### config.mk
export PLATFORM = sky130hd
export DESIGN_NAME = stage_4_carry_resolver
export DESIGN_NICKNAME = d
export VERILOG_FILES = /design/src/rtl/stage_4_carry_resolver_pkg.sv /design/src/rtl/stage_4_carry_resolver.sv
export SDC_FILE = /design/constraint.sdc
export NUM_CORES = 1
export LEC_CHECK = 0
export ABC_AREA = 0
export ABC_CLOCK_PERIOD_IN_PS = 4600
export CAP_MARGIN = 5
export CORE_MARGIN = 2
export CORE_UTILIZATION = 39
export CTS_CLUSTER_DIAMETER = 80
export DETAILED_ROUTE_END_ITERATION = 12
export DONT_BUFFER_PORTS = 1
export GPL_ROUTABILITY_DRIVEN = 0
export PLACE_DENSITY = 0.51
export SYNTH_ARGS = -nofsm -noshare
export SYNTH_HDL_FRONTEND = slang
export SYNTH_SLANG_ARGS = --single-unit
export TNS_END_PERCENT = 5
### constraint.sdc
create_clock -name clk -period 4.6 [get_ports clk]
set_clock_uncertainty 0.2 [all_clocks]
set_input_delay 0.23 -clock clk [delete_from_list [all_inputs] [get_ports clk]]
set_output_delay 0.23 -clock clk [all_outputs]
set_load 0.02 [all_outputs]
### src/rtl/stage_4_carry_resolver_pkg.sv
// Shared encodings for the carry resolver stage:
// FSM states and the input word-count flag.
package stage_4_carry_resolver_pkg;

  typedef enum logic [2:0] {
    IDLE,
    PROC2,
    EMIT_HOLD,
    EMIT_RUN,
    FLUSH_HOLD,
    FLUSH_RUN
  } state_t;

  localparam logic [1:0] FLAG_NONE = 2'b00;
  localparam logic [1:0] FLAG_ONE  = 2'b01;
  localparam logic [1:0] FLAG_BAD  = 2'b10;
  localparam logic [1:0] FLAG_TWO  = 2'b11;

endpackage

### src/rtl/stage_4_carry_resolver.sv
// Resolves carries out of a byte stream: a held byte plus a run
// of pending all-ones bytes absorbs late carries before emission.
module stage_4_carry_resolver
  import stage_4_carry_resolver_pkg::*;
#(
  parameter int OUTPUT_DATA_WIDTH = 8,
  parameter int INPUT_DATA_WIDTH  = 16,
  parameter int RUN_COUNT_WIDTH   = 16
) (
  input  logic                        clk,
  input  logic                        reset,
  input  logic                        in_valid,
  output logic                        in_ready,
  input  logic [1:0]                  flag,
  input  logic                        flag_final_bits,
  input  logic [INPUT_DATA_WIDTH-1:0] in_bitstream_1,
  input  logic [INPUT_DATA_WIDTH-1:0] in_bitstream_2,
  output logic                        out_valid,
  input  logic                        out_ready,
  output logic [OUTPUT_DATA_WIDTH-1:0] out_byte,
  output logic                        out_last,
  output logic                        error
);

  localparam int B  = OUTPUT_DATA_WIDTH;
  localparam int IW = INPUT_DATA_WIDTH;
  localparam int RW = RUN_COUNT_WIDTH;
  localparam int CW = IW - B;

  typedef struct packed {
    logic [B-1:0]  h;
    logic          hv;
    logic [RW-1:0] r;
    logic          emit;
    logic [B-1:0]  e;
    logic [RW-1:0] n;
    logic [B-1:0]  fill;
    logic          err;
  } res_t;

  // One word: carry step, then byte step, merged into a single
  // emission of e followed by n copies of fill.
  function automatic res_t resolve(
    input logic [B-1:0]  h,
    input logic          hv,
    input logic [RW-1:0] r,
    input logic [IW-1:0] w
  );
    res_t o;
    logic [CW-1:0] c;
    logic [B-1:0] b;
    logic cemit;
    o = '0;
    o.h = h;
    o.hv = hv;
    o.r = r;
    c = w[IW-1:B];
    b = w[B-1:0];
    cemit = 1'b0;
    if (c > CW'(1)) o.err = 1'b1;
    if (|c) begin
      if (|r) begin
        cemit = 1'b1;
        o.e = h + 1'b1;
        o.n = r - 1'b1;
        o.fill = '0;
        o.h = '0;
        o.r = '0;
      end else begin
        if (&h || !hv) o.err = 1'b1;
        o.h = h + 1'b1;
      end
    end
    if (!o.hv) begin
      o.h = b;
      o.hv = 1'b1;
    end else if (&b) begin
      if (&o.r) o.err = 1'b1;
      else o.r = o.r + 1'b1;
    end else begin
      // a zeroed hold simply extends the zero run
      if (cemit) begin
        o.n = o.n + 1'b1;
      end else begin
        o.e = o.h;
        o.n = o.r;
        o.fill = '1;
      end
      o.emit = 1'b1;
      o.h = b;
      o.r = '0;
    end
    o.emit = o.emit | cemit;
    return o;
  endfunction

  state_t state, state_nxt;
  logic [B-1:0]  hold_q, hold_nxt;
  logic          hv_q, hv_nxt;
  logic [RW-1:0] run_q, run_nxt;
  logic [RW-1:0] cnt_q, cnt_nxt;
  logic [B-1:0]  ob_q, ob_nxt;
  logic [B-1:0]  fill_q, fill_nxt;
  logic          last_q, last_nxt;
  logic          err_q, err_nxt;
  logic [IW-1:0] w2_q, w2_nxt;
  logic          pw2_q, pw2_nxt;
  logic          pfl_q, pfl_nxt;
  logic          armed_q;
  logic          take, advance;
  logic [IW-1:0] word;
  res_t          res;

  assign in_ready  = armed_q && (state == IDLE);
  assign out_valid = (state == EMIT_HOLD) || (state == EMIT_RUN)
                  || (state == FLUSH_HOLD) || (state == FLUSH_RUN);
  assign out_byte  = ob_q;
  assign out_last  = last_q;
  assign error     = err_q;

  assign word = (state == PROC2) ? w2_q : in_bitstream_1;
  assign res  = resolve(hold_q, hv_q, run_q, word);

  always_comb begin
    state_nxt = state;
    hold_nxt  = hold_q;
    hv_nxt    = hv_q;
    run_nxt   = run_q;
    cnt_nxt   = cnt_q;
    ob_nxt    = ob_q;
    fill_nxt  = fill_q;
    last_nxt  = last_q;
    err_nxt   = err_q;
    w2_nxt    = w2_q;
    pw2_nxt   = pw2_q;
    pfl_nxt   = pfl_q;
    take      = 1'b0;
    advance   = 1'b0;
    unique case (state)
      IDLE: begin
        if (in_valid && in_ready) begin
          w2_nxt  = in_bitstream_2;
          pw2_nxt = (flag == FLAG_TWO);
          pfl_nxt = flag_final_bits;
          if (flag == FLAG_BAD) err_nxt = 1'b1;
          if (flag[0]) take = 1'b1;
          else advance = 1'b1;
        end
      end
      PROC2: begin
        pw2_nxt = 1'b0;
        take = 1'b1;
      end
      EMIT_HOLD, EMIT_RUN: begin
        if (out_ready) begin
          if (|cnt_q) begin
            ob_nxt = fill_q;
            cnt_nxt = cnt_q - 1'b1;
            state_nxt = EMIT_RUN;
          end else begin
            advance = 1'b1;
          end
        end
      end
      FLUSH_HOLD, FLUSH_RUN: begin
        if (out_ready) begin
          if (|cnt_q) begin
            ob_nxt = fill_q;
            cnt_nxt = cnt_q - 1'b1;
            last_nxt = (cnt_q == RW'(1));
            state_nxt = FLUSH_RUN;
          end else begin
            hold_nxt = '0;
            hv_nxt = 1'b0;
            run_nxt = '0;
            last_nxt = 1'b0;
            state_nxt = IDLE;
          end
        end
      end
      default: state_nxt = IDLE;
    endcase
    if (take) begin
      hold_nxt = res.h;
      hv_nxt = res.hv;
      run_nxt = res.r;
      if (res.err) err_nxt = 1'b1;
      if (res.emit) begin
        state_nxt = EMIT_HOLD;
        ob_nxt = res.e;
        cnt_nxt = res.n;
        fill_nxt = res.fill;
        last_nxt = 1'b0;
      end else begin
        advance = 1'b1;
      end
    end
    if (advance) begin
      if (pw2_nxt) begin
        state_nxt = PROC2;
      end else if (pfl_nxt) begin
        pfl_nxt = 1'b0;
        ob_nxt = hold_nxt;
        cnt_nxt = run_nxt;
        fill_nxt = '1;
        last_nxt = hv_nxt && !(|run_nxt);
        state_nxt = hv_nxt ? FLUSH_HOLD : IDLE;
      end else begin
        state_nxt = IDLE;
      end
    end
  end

  always_ff @(posedge clk or negedge reset) begin
    if (!reset) begin
      state   <= IDLE;
      hold_q  <= '0;
      hv_q    <= 1'b0;
      run_q   <= '0;
      cnt_q   <= '0;
      ob_q    <= '0;
      fill_q  <= '0;
      last_q  <= 1'b0;
      err_q   <= 1'b0;
      w2_q    <= '0;
      pw2_q   <= 1'b0;
      pfl_q   <= 1'b0;
      armed_q <= 1'b0;
    end else begin
      state   <= state_nxt;
      hold_q  <= hold_nxt;
      hv_q    <= hv_nxt;
      run_q   <= run_nxt;
      cnt_q   <= cnt_nxt;
      ob_q    <= ob_nxt;
      fill_q  <= fill_nxt;
      last_q  <= last_nxt;
      err_q   <= err_nxt;
      w2_q    <= w2_nxt;
      pw2_q   <= pw2_nxt;
      pfl_q   <= pfl_nxt;
      armed_q <= 1'b1;
    end
  end

endmodule

==> out/results.ini, run 1 <==
[critical_path]
crit_path_end_kind = register
critPathKind = reg -> reg
r2r_start = run_q[8]
worst_path_max_delay_cell = or4_1
worst_ep_required_time_ps = 4660
path_max_fanout = 18
worst_setup_path_endpoint = out_last
r2r-end = out_last
max_stage_delay_ps = 620
path_cells = or4_1 -> or3_1 -> nor3_2 -> nor2_1 -> buf_4 -> a2111oi_0 -> nor2_1 -> or4_1 -> o31ai_2
rr_worst_depth = 9
r2r_slack_ps = 490
crit_path_start = run_q[8]
cp-start-kind = register
crit_arrival_ps = 4170

[placed_design]
io_buffers = 0
dp_hpwl_um = 15400
placed_area_sq_um = 6210

[cells_and_area]
nFillCells = 1510
final_area_sq_um = 6720
antenna_cells = 0
area_delta_synth_final_pct = 13.5
multi_input_area_sq_um = 3640
drive_gt1_share_pct = 10.9
final_cell_mix = nand2_1, dfrtp_1, nor2_1, a21oi_1, o21ai_0
regArea_sq_um = 2030
layout_commonest_cell = nand2_1
layout.nets = 793

[detailed_routing]
first_pass_iters = 6
vias = 5896
drc = 0
finalWirelength_um = 20500
viasPerCell = 6.27
drt_iter0_drc = 581
routedWlPerCell_um = 21.8
detail-route-antenna-nets = 0

[sta]
period_minus_slack_ps = 4110
hold_viol = 0
fmaxAchievable_ghz = 0.243
tightestPinTransition_ps = 1090
relSlewSlack_pct = 27.2
setup_viol = 0
fin_setup_tns_ps = 0
rsz0062_at_grt = false
fin_crit_sh_pct = 89.4
slew_violations = 0

[synthesis]
synth_top_flop_cell = dfrtp_1
avgSynthCellArea_sq_um = 8.05
ys_ff_latch = 81
syn-num-nets = 780
synth-edff-count = 0
ys.warnings.count = 0
yosysUniqueCellTypes = 72
syn_area_sq_um = 5920
synth_cells = 735
async_flop_share_pct = 100
synth_seq_area_share_pct = 34.2

[power]
power.switching_mw = 1.51
ir_worst_vdd_mv = 0.293
p_clk_share_pct = 20.5
p_leak_nw = 2.83
comb_power_share_pct = 44.9
p_sw_share_pct = 43.5
p_per_area_nw_per_um2 = 515
finalPower_mw = 3.46
seqPwrFrac_pct = 34.6
p_int_mw = 1.95

[clocking]
cts_sinks = 81
htreeDepth = 3
root_buffer = clkbuf_16
clk_pin_slew_ps = 60
clkLatencyLatePin_ps = 350
cts_tree = done
cts_made_buffers = 9
clock_path_buffers = 2

[floorplan]
rows = 45
dieArea_sq_um = 16200
core-area_sq_um = 15000
fp.dieH_um = 127
pin_count = 51
die_x_um = 127
start_util_pct = 39.4

[grt]
grt_usage_pct = 26.2
overflow = 0
grt_antenna_before_repair = 0
grt_pass1_vias = 5947
grt_max_degree = 82
grt_first_pass_wirelength_um = 32800

[status]
status = finished, final reports clean

[flow_run]
drv_cap = 0

[hold_path]
min_path_type = in -> reg

==> power groups by stage <==
stage	sequential, mW	combinational (mW)	clock (mW)
floorplan	1.13	1.11	0
global placement	1.20	1.51	0
detailed placement	1.21	1.50	0
CTS	1.20	1.55	0.729
global route	1.23	1.71	0.754
finish	1.20	1.55	0.709
==> metrics by stage <==
step                      instances  util (%)  hold slack, ps  setup WS, ps
after global placement          904      41.3            -261           785
final                           941      44.7            40.7           487
after CTS                       941      44.7            27.2           602
after global routing            941      44.7            51.1           412
after detailed placement        904      41.3            -260           626
after floorplan                 735         -            -266           796
==> sequential cells by signal (all words and copies together) (netlist names) <==
name and count:
hv_q 1, run_q 16, w2_q 16, hold_q 8, cnt_q 16, error 1
fill_q 8, state 3, pfl_q 1, out_last 1, armed_q 1, pw2_q 1
out_byte 8
==> Yosys cell counts (4+ instances only) <==
cell | instances | share of area (%)
nand2_1 | 92 | 5.8
dfrtp_1 | 81 | 34
nor2_1 | 57 | 3.6
clkbuf_1 | 45 | 2.9
a21oi_1 | 42 | 3.6
o21ai_0 | 40 | 3.4
nand3_1 | 36 | 3.0
o21ai_1 | 29 | 2.5
nor3_1 | 25 | 2.1
mux2_2 | 18 | 3.4
xnor2_1 | 18 | 2.7
inv_1 | 16 | 1.0
xor2_1 | 16 | 2.4
nand4_1 | 11 | 1.2
and3_1 | 10 | 1.1
or3_1 | 9 | 0.95
or4_1 | 9 | 1.1
a22o_1 | 8 | 1.2
mux2i_1 | 8 | 1.4
nand2b_1 | 8 | 0.85
nor4_1 | 8 | 0.85
o211a_1 | 8 | 1.4
a22oi_1 | 7 | 0.89
a31oi_1 | 6 | 0.63
and4_1 | 6 | 0.89
ha_1 | 6 | 1.3
nand4b_1 | 6 | 0.89
o21a_1 | 6 | 0.76
a2111oi_0 | 5 | 0.74
a32oi_1 | 5 | 0.74
nor4b_1 | 5 | 0.74
o211ai_1 | 5 | 0.63
a211oi_1 | 4 | 0.51
and2_1 | 4 | 0.42
buf_1 | 4 | 0.25
nor2b_1 | 4 | 0.42
o221ai_1 | 4 | 0.59
o22ai_1 | 4 | 0.42
o31ai_1 | 4 | 0.51
==> cell type report <==
class	instances	share of cell area, %
Multi-Input combinational cell	586	54.1
Sequential cell	81	30.2
Timing Repair Buffer	54	7.07
Clock buffer	10	3.56
Tap cell	188	3.50
Inverter	16	0.894
Clock inverter	6	0.726
==> worst min path at each step <==
stage                            from  slack [ps]  cells past startpoint        end
detailed placement              reset        -260                      0   run_q[4]
global placement                reset        -260                      0   run_q[2]
finish              in_bitstream_1[3]          40                      3  hold_q[3]
CTS                           flag[0]          30                      4      pw2_q
floorplan                       reset        -270                      0    armed_q
global route        in_bitstream_1[3]          50                      3  hold_q[3]
==> timing repair <==
action,4_1_cts,5_1_grt
resized for setup,0,0
hold endpoints to repair,100,0
hold buffers,21,0
setup endpoints to repair,0,0
setup buffers,0,0
==> logic make-up (layout without fill, tap and decap cells) <==
logic type      Yosys count  after routing  share of synthesized area [%]
flops                    81             81                           34.2
compound gates          212            212                           23.5
fa+ha+maj                 6              6                           1.27
other cells               1              1                         0.0634
simple gates            306            306                           26.5
buf+inv                  68             86                           4.38
xor+xnor                 34             34                           5.03
mux                      27             27                           4.97
==> metal layers <==
metal / share of wire [%] / GRT usage [%] / vias to the layer above
met5: 0 / 0 / -
met4: 4.1 / 12.6 / 0
met3: 7.1 / 5.19 / 52
met2: 47 / 42.9 / 246
met1: 42 / 33.4 / 2854
li1: - / - / 2744
==> worst max-delay path: cells and delay by family, from the launching register on <==
kind	cells	cell delay, ps
DFF	1	520
AOI/OAI and AO/OA	2	740
and+or+nand+nor	6	2320
buffers and inverters	1	230
Power figures use the tool's default switching activity.
==> run 2, diff against run 1 <==
--- a/config.mk
+++ b/config.mk
@@ -6,7 +6,7 @@
 export NUM_CORES = 1
 export LEC_CHECK = 0
 export ABC_AREA = 0
-export ABC_CLOCK_PERIOD_IN_PS = 4600
+export ABC_CLOCK_PERIOD_IN_PS = 4200
 export CAP_MARGIN = 5
 export CORE_MARGIN = 2
 export CORE_UTILIZATION = 39
==> constraint.sdc (replaced) <==
create_clock -name clk -period 4.2 [get_ports clk]
set_clock_uncertainty 0.2 [all_clocks]
set_input_delay 0.21 -clock clk [delete_from_list [all_inputs] [get_ports clk]]
set_output_delay 0.21 -clock clk [all_outputs]
set_load 0.02 [all_outputs]
==> run 2 against run 1 <==
  * Register-to-register slack got worse by 240 ps
  * Total power increased by 11%
  * Hold slack got worse by 19 ps
  * Via count increased by 2.2%
==> out/results.ini, run 2 (same netlist as run 1, synthesis figures left out) <==
[status]
status = finished, final reports clean

[sta]
period_minus_slack_ps = 3950  ; -165 ps
relSlewSlack_pct = 24.2  ; -2.9 points
fin_setup_tns_ps = 0  ; unchanged
fmaxAchievable_ghz = 0.253  ; +4.2%
slew_violations = 0  ; unchanged
tightestPinTransition_ps = 1130  ; +39.6 ps
timing.hold.ws_ps = 21.6  ; -19.0 ps
setup_viol = 0  ; unchanged
rsz0062_at_grt = false
fin_crit_sh_pct = 94.0  ; +4.6 points
hold_viol = 0  ; unchanged

[floorplan]
rows = 45  ; unchanged
pin_count = 51  ; unchanged
dieArea_sq_um = 16200  ; unchanged
die_x_um = 127  ; unchanged
start_util_pct = 39.4  ; unchanged
core-area_sq_um = 15000  ; unchanged
fp.dieH_um = 127  ; unchanged

[clocking]
cts_sinks = 81  ; unchanged
clock_path_buffers = 2  ; unchanged
root_buffer = clkbuf_16
clk_pin_slew_ps = 60  ; about the same
clkLatencyLatePin_ps = 350  ; about the same
htreeDepth = 3  ; unchanged
cts_tree = done
cts_made_buffers = 9  ; unchanged

[cells_and_area]
layout.nets = 796  ; +0.38%
final_cells = 944  ; +0.32%
area_delta_synth_final_pct = 14.2
top_regs = cnt_q x16, run_q x16, w2_q x16
antenna_cells = 0  ; unchanged
final_cell_mix = nand2_1, dfrtp_1, nor2_1, a21oi_1, o21ai_0
layout_commonest_cell = nand2_1
drive_gt1_share_pct = 11.1  ; +0.22 points

[grt]
grt_usage_pct = 26.1  ; -0.11 points
grt_pass1_vias = 5995  ; +0.81%
grt_first_pass_wirelength_um = 33000  ; +0.55%
overflow = 0  ; unchanged
grt_max_degree = 82  ; unchanged
grt_antenna_before_repair = 0  ; unchanged

[hold_path]
min_path_type = in -> reg
whs_path_depth = 3  ; unchanged

[critical_path]
worst-path-stages = 9  ; unchanged
critPathKind = reg -> reg
path_max_fanout = 11  ; -7
crit_path_end_kind = register
worst_ep_required_time_ps = 4260  ; -400 ps
cp-start-kind = register
critPathBufInv = 0  ; -1
cp_common_cell = or4_1
worst_path_max_delay_cell = or4_1
max_stage_delay_ps = 640  ; +20 ps
rr_worst_depth = 9  ; unchanged
path_cells = nor4_1 -> nand4b_1 -> and2_1 -> or4_1 -> nand4_1 -> nand3_1 -> or4b_1 -> or4_1 -> o31ai_2
crit_family = simple AND/OR/NAND/NOR gates
crit_arrival_ps = 4010  ; -160 ps

[detailed_routing]
routedWlPerCell_um = 22.1  ; +1.5%
detail-route-antenna-nets = 0  ; unchanged
vias = 6026  ; +2.2%
finalWirelength_um = 20900  ; +1.8%
drc = 0  ; unchanged
first_pass_iters = 6  ; unchanged
drt_iter0_drc = 593  ; +2.1%
viasPerCell = 6.38  ; +1.9%

[flow_run]
drv_cap = 0  ; unchanged

[placed_design]
dp_hpwl_um = 15500  ; +0.59%
io_buffers = 0  ; unchanged
dp_cells = 907  ; +0.33%

[power]
p_per_area_nw_per_um2 = 569  ; +10%
ir_worst_vdd_mv = 0.315  ; +7.6%
p_leak_nw = 2.85  ; +0.66%

-- run 2: cell types whose count changed in the layout (fill, tap and decap cells not counted), sizes merged --
cell / delta
inv: -2
buf: +3
clkbuf: +1
bufinv: +1
-- run 2: final cells by class --
cell class | count | area (sq um)
Fill cell | 1489 | 8270
Multi-Input combinational cell | 586 | 3640
Sequential cell | 81 | 2030
Timing Repair Buffer | 57 | 498
Clock buffer | 11 | 243
Tap cell | 188 | 235
Clock inverter | 5 | 62.6
Inverter | 16 | 60.1
-- run 2: worst min-delay path, stage by stage --
cell	delay, ps
nand2_1	30
a21oi_1	50
a22o_1	220
-- run 2: stage by stage --
step           cell area [sq um]  utilization, %  total power, mW  setup slack [ps]
2_1_floorplan               5920               -             2.46               396
3_3_place_gp                6230            41.4             2.96               400
4_1_cts                     6760            45.0             3.85               322
3_5_place_dp                6230            41.4             2.98               339
6_report                    6760            45.0             3.84               252
5_1_grt                     6760            45.0             4.09              60.4
-- run 2: power by group --
| group | switching, mW | internal (mW) | total [mW] |
|---|---|---|---|
| Combinational | 1.02 | 0.692 | 1.71 |
| Clock | 0.344 | 0.481 | 0.824 |
| Sequential | 0.276 | 1.03 | 1.31 |
-- run 2: timing repair --
action	4_1_cts	5_1_grt
setup buffers	0	0
hold buffers	21	0
resized for setup	0	0
endpoints found under the hold margin	100	0
-- run 2: worst paths after layout --
path                                to  slack, ps              start
setup / recovery              out_last        250           w2_q[12]
hold / removal               hold_q[3]         20  in_bitstream_1[3]
setup reg to reg              out_last        250           w2_q[12]
hold reg to reg               w2_q[13]        310           w2_q[13]
max in group asynchronous  out_byte[5]       3240              reset
min in group asynchronous     run_q[2]        230              reset
-- run 2: metal layers --
layer  wire length, um  global-route usage, %
met5                 0                      0
met4               843                   11.6
met3              1300                   3.35
met2             10000                   44.1
met1              8710                   33.7
==> run 3, diff against run 2 <==
--- a/config.mk
+++ b/config.mk
@@ -9,12 +9,12 @@
 export ABC_CLOCK_PERIOD_IN_PS = 4200
 export CAP_MARGIN = 5
 export CORE_MARGIN = 2
-export CORE_UTILIZATION = 39
+export CORE_UTILIZATION = 40
 export CTS_CLUSTER_DIAMETER = 80
 export DETAILED_ROUTE_END_ITERATION = 12
 export DONT_BUFFER_PORTS = 1
 export GPL_ROUTABILITY_DRIVEN = 0
-export PLACE_DENSITY = 0.51
+export PLACE_DENSITY = 0.52
 export SYNTH_ARGS = -nofsm -noshare
 export SYNTH_HDL_FRONTEND = slang
 export SYNTH_SLANG_ARGS = --single-unit
==> run 3 against run 2 <==
  * Final area up 0.44%
  * Fmax increased by 0.95%
  * Non-clock buffer count is 1 higher
  * Largest power group unchanged
  * Register-to-register slack improved by 40 ps
  * Clock-buffer cell count decreased by 2
  * Highest routed layer unchanged
  * Global-route usage up 0.063 points
  * Routed wire length fell by 2.9%
  * Sequential share of layout area decreased by 0.13 points
  * Die area decreased by 2.4%
  * Final cell count shrank 0.32%
  * Critical path type unchanged
==> out/results.ini, run 3 (same netlist as run 1, synthesis figures left out) <==
[clocking]
cts_tree = done
post_cts_buffers = 0  ; unchanged
clk_pin_slew_ps = 70  ; about the same
clock_path_buffers = 2  ; unchanged
cts_sinks = 81  ; unchanged
clkLatencyLatePin_ps = 360  ; about the same
htreeDepth = 3  ; unchanged
cts_made_buffers = 9  ; unchanged
root_buffer = clkbuf_16

[floorplan]
core-area_sq_um = 14500  ; -3.7%
fp.dieH_um = 126  ; -1.2%
dieArea_sq_um = 15800  ; -2.4%
pin_count = 51  ; unchanged
rows = 44  ; -2.2%
die_x_um = 126  ; -1.2%
start_util_pct = 40.9  ; +1.5 points

[detailed_routing]
wl_met2_um = 9430  ; -5.8%
detail-route-antenna-nets = 0  ; unchanged
first_pass_iters = 5  ; -1
vias = 5967  ; -0.98%
met3WireLength_um = 1490  ; +15%
viasPerCell = 6.34  ; -0.66%
finalWirelength_um = 20300  ; -2.9%
top_layer_used = met4
drc = 0  ; unchanged
routedLengthMet1_um = 8400  ; -3.6%
routedWlPerCell_um = 21.5  ; -2.6%
drt_iter0_drc = 549  ; -7.4%

[power]
p_leak_nw = 2.87  ; +0.80%
ir_worst_vdd_mv = 0.371  ; +18%
p_per_area_nw_per_um2 = 576  ; +1.3%

[cells_and_area]
final_cell_mix = nand2_1, dfrtp_1, nor2_1, a21oi_1, o21ai_0
area_delta_synth_final_pct = 14.7
antenna_cells = 0  ; unchanged
regArea_sq_um = 2030  ; unchanged
final_cells = 941  ; -0.32%
multi_input_area_sq_um = 3640  ; unchanged
nFillCells = 1412  ; -5.2%
top_regs = cnt_q x16, run_q x16, w2_q x16
drive_gt1_share_pct = 11.4  ; +0.25 points
layout.nets = 797  ; +0.13%
layout_commonest_cell = nand2_1
utilization_pct = 46.9  ; +1.9 points

[status]
status = finished, final reports clean

[critical_path]
r2r_slack_ps = 290  ; +40 ps
critPathKind = reg -> reg
path_max_fanout = 8  ; -3
r2r_start = run_q[11]
max_stage_delay_ps = 680  ; +40 ps
crit_path_end_kind = register
crit_arrival_ps = 3970  ; -40 ps
path_cells = or4_1 -> or3_1 -> nor3_2 -> nor2_1 -> a2111oi_0 -> nor2_1 -> or4_1 -> o31ai_2
worst_path_max_delay_cell = a2111oi_0
rr_worst_depth = 8  ; -1
cp-start-kind = register
worst_ep_required_time_ps = 4260  ; about the same
r2r-end = out_last

[grt]
grt_first_pass_wirelength_um = 32700  ; -0.88%
grt_pass1_vias = 6027  ; +0.53%
overflow = 0  ; unchanged
grt_antenna_before_repair = 0  ; unchanged
grt_max_degree = 82  ; unchanged
grt_usage_pct = 26.2  ; +0.063 points

[placed_design]
dp_cells = 904  ; -0.33%
dp_hpwl_um = 14900  ; -3.6%
io_buffers = 0  ; unchanged
dp_worst_setup_slack_ps = 387  ; +47.9 ps

[flow_run]
drv_cap = 0  ; unchanged

[sta]
hold_viol = 0  ; unchanged
slew_violations = 0  ; unchanged
setup_viol = 0  ; unchanged
fin_crit_sh_pct = 93.1  ; -0.89 points
relSlewSlack_pct = 17.8  ; -6.5 points
fmaxAchievable_ghz = 0.256  ; +0.95%
period_minus_slack_ps = 3910  ; -37.3 ps
fin_ws_ps = 289  ; +37.3 ps
rsz0062_at_grt = false
fin_setup_tns_ps = 0  ; unchanged
tightestPinTransition_ps = 1230  ; +101 ps

[hold_path]
whs_path_depth = 3  ; unchanged
min_path_type = in -> reg
hp-start = in_bitstream_1[5]
hold_end = hold_q[5]

[run 3: cell count changes in the layout (fill, tap and decap cells not counted), sizes merged]
cell      change
buf           +1
inv           +3
bufinv        +1
clkinv        -1
clkbuf        -2
clkinvlp      -1
[run 3: per-stage QoR]
step                power (mW)  cell area (sq um)  hold slack [ps]
floorplan                 2.46               5920             -286
global placement          2.94               6230             -283
detailed placement        2.97               6230             -281
CTS                       3.92               6790             30.7
global route              4.19               6790             48.0
finish                    3.91               6790             40.9
[run 3: area by class of cell]
| type | instances | share of cell area [%] |
|---|---|---|
| clock inverter | 7 | 1.58 |
| sequential | 81 | 29.8 |
| tap | 184 | 3.39 |
| timing repair buffer | 58 | 7.44 |
| multi-input combinational | 586 | 53.5 |
| inverter | 16 | 0.884 |
| clock buffer | 9 | 3.32 |
[run 3: worst max-delay path: cells and delay by family, from the launching register on]
kind             cells  cell delay [ps]
flip-flops           1              520
AO/OA/AOI/OAI        2              860
AND/OR/NAND/NOR      6             2250
[run 3: worst max-delay path by stage]
stage                     startpoint         to  slack, ps  cells past startpoint
final                      run_q[11]   out_last        290                      8
after global routing        run_q[3]  cnt_q[15]         40                      9
after CTS                   state[1]   out_last        370                     10
after detailed placement    state[1]   out_last        390                     10
after global placement      run_q[3]  cnt_q[15]        360                      9
after floorplan            run_q[11]  cnt_q[14]        400                     14
[run 3: repair_timing]
| item | in CTS | in global routing |
|---|---|---|
| gates resized for setup | 0 | 0 |
| hold endpoints to repair | 100 | 0 |
| hold buffers | 21 | 0 |
[run 3: layer usage]
| metal | global-route usage [%] | vias to the layer above |
|---|---|---|
| met3 | 6.20 | 67 |
| met5 | 0 | - |
| met2 | 42.1 | 256 |
| met1 | 32.9 | 2894 |
| li1 | - | 2750 |
| met4 | 13.7 | 0 |
[run 3: report_power, final]
| group | total [mW] | internal (mW) | switching [mW] |
|---|---|---|---|
| Combinational | 1.70 | 0.690 | 1.01 |
| Sequential | 1.31 | 1.03 | 0.274 |
| Clock | 0.903 | 0.534 | 0.369 |
